<file path="src/rtl/serial_frame_receiver.sv">
// rtl/serial_frame_receiver.sv - serial frame receiver with beat-edge capture and frame framing FSM
module serial_frame_receiver #(
    parameter int Bits        = 1,
    parameter int FrameLength = 32
) (
    input  logic            Clk,
    input  logic            Reset,
    input  logic [Bits-1:0] DataIn,
    input  logic            ClkTx,
    input  logic            DInValid,
    output logic [31:0]     DataOut,
    output logic [7:0]      OutA,
    output logic [7:0]      OutB,
    output logic [7:0]      OutRes,
    output logic [3:0]      OutSel,
    output logic [3:0]      OutFlags,
    output logic            RxDone,
    output logic            RxBusy,
    output logic            FrameError,
    output logic [7:0]      FrameCnt
);

    localparam int N  = FrameLength / Bits;
    localparam int CW = $clog2(N + 1);

    typedef enum logic [1:0] {
        IDLE     = 2'd0,
        RECV     = 2'd1,
        DONE     = 2'd2,
        WAIT_LOW = 2'd3
    } state_t;

    state_t                 state;
    state_t                 next_state;
    logic                   clktx_q;
    logic                   beat;
    logic [FrameLength-1:0] shift_reg;
    logic [FrameLength-1:0] shift_next;
    logic [CW-1:0]          beat_cnt;
    logic                   cap_first;
    logic                   cap_next;
    logic                   frame_abort;
    logic                   load_out;

    // A beat is a rising edge of ClkTx seen against its previous-cycle value
    assign beat = ClkTx & ~clktx_q;

    // Frame state register
    always_ff @(posedge Clk) begin
        if (Reset) begin
            state <= IDLE;
        end else begin
            state <= next_state;
        end
    end

    // Next-state decode, capture strobes and the shift value including this cycle's group,
    // so the frame completed by the Nth beat can be published on the same edge
    always_comb begin
        next_state  = state;
        cap_first   = 1'b0;
        cap_next    = 1'b0;
        frame_abort = 1'b0;
        case (state)
            IDLE: begin
                if (beat && DInValid) begin
                    cap_first  = 1'b1;
                    next_state = (N == 1) ? DONE : RECV;
                end
            end
            RECV: begin
                if (!DInValid) begin
                    frame_abort = 1'b1;
                    next_state  = IDLE;
                end else if (beat) begin
                    cap_next = 1'b1;
                    if (beat_cnt == CW'(N - 1)) begin
                        next_state = DONE;
                    end
                end
            end
            DONE: begin
                next_state = WAIT_LOW;
            end
            WAIT_LOW: begin
                if (!DInValid) begin
                    next_state = IDLE;
                end
            end
            default: begin
                next_state = IDLE;
            end
        endcase

        shift_next = shift_reg;
        if (cap_first) begin
            shift_next = FrameLength'(DataIn);
        end else if (cap_next) begin
            shift_next = (shift_reg << Bits) | FrameLength'(DataIn);
        end
        load_out = (next_state == DONE);
    end

    // Datapath: edge detector, shift register, beat counter, published frame and frame count
    always_ff @(posedge Clk) begin
        if (Reset) begin
            clktx_q   <= 1'b0;
            shift_reg <= '0;
            beat_cnt  <= '0;
            DataOut   <= '0;
            FrameCnt  <= '0;
        end else begin
            clktx_q <= ClkTx;
            if (frame_abort) begin
                shift_reg <= '0;
                beat_cnt  <= '0;
            end else begin
                shift_reg <= shift_next;
                if (cap_first) begin
                    beat_cnt <= CW'(1);
                end else if (cap_next) begin
                    beat_cnt <= beat_cnt + CW'(1);
                end
            end
            if (load_out) begin
                DataOut  <= 32'(shift_next);
                FrameCnt <= FrameCnt + 8'd1;
            end
        end
    end

    assign OutA     = DataOut[31:24];
    assign OutB     = DataOut[23:16];
    assign OutRes   = DataOut[15:8];
    assign OutSel   = DataOut[7:4];
    assign OutFlags = DataOut[3:0];

    // The published frame is already visible in DONE, so the pulse lines up with the new data
    assign RxDone     = (state == DONE);
    assign RxBusy     = (state == RECV) || (state == DONE);
    assign FrameError = frame_abort & ~Reset;

endmodule

</file>
<file path="config.mk">
export PLATFORM = sky130hd
export DESIGN_NAME = serial_frame_receiver
export DESIGN_NICKNAME = d
export VERILOG_FILES = /design/src/rtl/serial_frame_receiver.sv
export SDC_FILE = /design/constraint.sdc
export NUM_CORES = 1
export LEC_CHECK = 0
export ABC_AREA = 1
export CAP_MARGIN = 20
export CORE_AREA = 2 2 89 91
export DETAILED_ROUTE_END_ITERATION = 10
export DIE_AREA = 0 0 91 93
export HOLD_SLACK_MARGIN = 0.15
export PLACE_DENSITY = 0.79
export SETUP_SLACK_MARGIN = 0.05
export SLEW_MARGIN = 5
export SYNTH_ARGS = -nofsm -noshare
export SYNTH_HDL_FRONTEND = slang
export SYNTH_SLANG_ARGS = --single-unit
</file>
<file path="constraint.sdc">
create_clock -name Clk -period 2.2 [get_ports Clk]
set_input_delay 0.33 -clock Clk [delete_from_list [all_inputs] [get_ports Clk]]
set_output_delay 0.33 -clock Clk [all_outputs]
set_load 0.02 [all_outputs]
</file>
==> flow_summary.toml <==
[critical_path]
max_stage_delay_ns = 0.61
path_cells = "inv_1, ha_1, clkdlybuf4s50_1"
cp.buffers_inverters = 2
path_delay_family = "buffers and inverters"
r2r_cells = 11
arrival_ns = 1.63
crit_cells = 3
cpMaxStageDelayCell = "clkdlybuf4s50_1"
start_kind = "flop"
r2r-end = "FrameCnt[4]$_SDFFE_PP0N_"
rr_startpoint = "state[1]$_SDFF_PP0_"
cp_data_required_time_ns = 1.87
end_kind = "output pin"
rrSetupSlack_ns = 0.28
worst-setup-path-type = "reg -> out"
cp_max_fo = 5

[layout]
regArea_um2 = 1620
diodes = 0
drive_above_1_share_pct = 5.90
layout_common_cells = "nand2_1 (108), dfxtp_1 (81), clkdlybuf4s50_1 (77)"
multiInputGateArea_um2 = 1600
fill_cells = 720
final_common_cell = "nand2_1"
area_growth_pct = 24.1
num-nets-final = 567

[global_route]
grt_pass1_wl_um = 13300
grt_pass1_vias = 3098
grt_max_degree = 52
antenna_found_initial = 0
track_usage_pct = 19.1
overflow = 0

[cts]
cts_max_level = 3
cts_setup_buffers = 0
clkTransAtPathRegs_ns = 0.08
insertion_delay_ns = 0.35
postCtsHoldBufs = 0
cts_tree = "done"
cts.path.max_buffers = 2
cts-buffers-inserted = 9
cts_root_buf = "clkbuf_8"
cts.sinks = 81
cts_resized = 1

[power_and_ir_drop]
p_total_mw = 2.96
max-vdd-ir-drop_uv = 379
p_leak_nw = 1.73
p_per_area_nw_per_um2 = 639

[drt]
first_pass_iters = 4
wl_met2_um = 3630
totalWireLength_um = 7570
num_vias = 3299
wl_per_cell_um = 11.5
wl_met3_um = 328
via_per_inst = 4.99
drt_first_iter_violations = 125
wl_met1_um = 3470
top_layer = "met4"
drc = 0
drtAntennaViolNets = 0

[logic_synthesis]
synth.distinct_cells = 23
syn-cell-area_um2 = 3740
synth_seq_cells = 81
syn_inst = 517
seq_area_frac_synth_pct = 43.4
synth_fp_nets = 529
yosysWarnings = 0
syn_area_per_cell_um2 = 7.23

[worst_hold_path]
min_from = "beat_cnt[1]$_SDFFE_PP0P_"
hp-class = "reg -> reg"
hold_path_depth = 2
hold_path_end = "beat_cnt[1]$_SDFFE_PP0P_"

[floorplanning]
die-height_um = 93
die_area_um2 = 8460
row_count = 32
core-area_um2 = 7530
io_pins = 80
die_x_um = 91
start_util_pct = 49.7

[placement]
hpwl_um = 5240
portBuffers = 79
place.gp.congestion = 0.864

[sta]
drv_slew = 0
setup-violations-final = 0
clock-skew-final_ns = 0.00850
fin_crit_sh_pct = 89.2
rsz0062_at_grt = "no"
tightest_slew_ns = 0.358
min_period_ns = 1.96
final-hold-violation-count = 0
fin_tns_setup_ns = 0
fmax_ghz = 0.510
maxSlewHeadroom_pct = 76.1

[run]
drv_cap = 0

[run_status]
outcome = "finished, final reports clean"
-- power by group --
part	switching (mW)	total, mW	internal, mW
registers	0.00953	1.49	1.48
clock network	0.514	1.14	0.628
logic	0.218	0.328	0.110
-- metal layers --
layer,GRT usage [%],up-vias
met5,0,-
met4,9.72,0
met3,3.95,8
met2,33.1,69
met1,22.3,1503
li1,-,1719
-- final cells by class --
type	count	share of cell area [%]
Timing Repair Buffer	92	20.5
Clock buffer	9	2.67
Clock inverter	6	1.81
Inverter	35	2.83
Multi-Input combinational cell	336	34.4
Tap cell	102	2.75
Sequential cell	81	35.0
-- worst register-to-register path: cells and delay by family (launching register included) --
kind	cells	cell delay, ns
simple gates	6	0.60
flops	1	0.41
buf+inv	2	0.29
compound gates	2	0.26
fa+ha+maj	1	0.23
-- cells in the mapped netlist --
master | number | share of area [%]
a211oi_1 | 1 | 0.20
a21oi_1 | 45 | 6.0
a21oi_2 | 1 | 0.23
and2_1 | 1 | 0.17
buf_2 | 13 | 1.7
buf_4 | 38 | 7.6
clkbuf_1 | 14 | 1.4
clkinv_1 | 1 | 0.10
dfxtp_1 | 81 | 43
ha_1 | 7 | 2.3
inv_1 | 33 | 3.3
inv_2 | 1 | 0.10
nand2_1 | 109 | 11
nand3_1 | 48 | 6.4
nand4_1 | 3 | 0.50
nor2_1 | 75 | 7.5
nor2_2 | 2 | 0.33
nor3_1 | 2 | 0.27
nor4_1 | 1 | 0.17
o211ai_1 | 18 | 3.6
o21ai_0 | 18 | 2.4
xnor2_1 | 3 | 0.70
xor2_1 | 2 | 0.47
-- metrics by stage --
stage	cells	hold WS (ns)	cell area, µm²	setup WS, ns	util [%]
final	661	0.486	4640	0.238	61.6
after global routing	661	0.521	4640	0.115	61.6
after CTS	661	0.488	4640	0.115	61.6
after detailed placement	646	0.477	4430	0.141	58.8
after global placement	646	0.471	4430	0.173	58.8
after floorplan	517	0.437	3740	0.533	-
-- worst max-delay path by stage --
stage          slack (ns)                        to                 from
3_3_place_gp         0.17  FrameCnt[1]$_SDFFE_PP0N_                ClkTx
2_1_floorplan        0.53  DataOut[10]$_SDFFE_PP0N_  state[0]$_SDFF_PP0_
3_5_place_dp         0.14  FrameCnt[7]$_SDFFE_PP0N_                ClkTx
4_1_cts              0.12                    RxBusy  state[1]$_SDFF_PP0_
5_1_grt              0.11                FrameError  state[1]$_SDFF_PP0_
6_report             0.24                    RxDone  state[0]$_SDFF_PP0_
-- cells by family (layout without fill, tap and decap cells) --
| logic type | Yosys count | count (layout) | synth area share [%] |
|---|---|---|---|
| XOR/XNOR | 5 | 5 | 1.17 |
| flip-flops | 81 | 81 | 43.4 |
| buffers and inverters | 100 | 142 | 14.3 |
| AO/OA/AOI/OAI | 83 | 83 | 12.5 |
| AND/OR/NAND/NOR | 241 | 241 | 26.3 |
| adder cells (fa/ha/maj) | 7 | 7 | 2.34 |
Note: power is estimated with default switching activity, not from simulation.
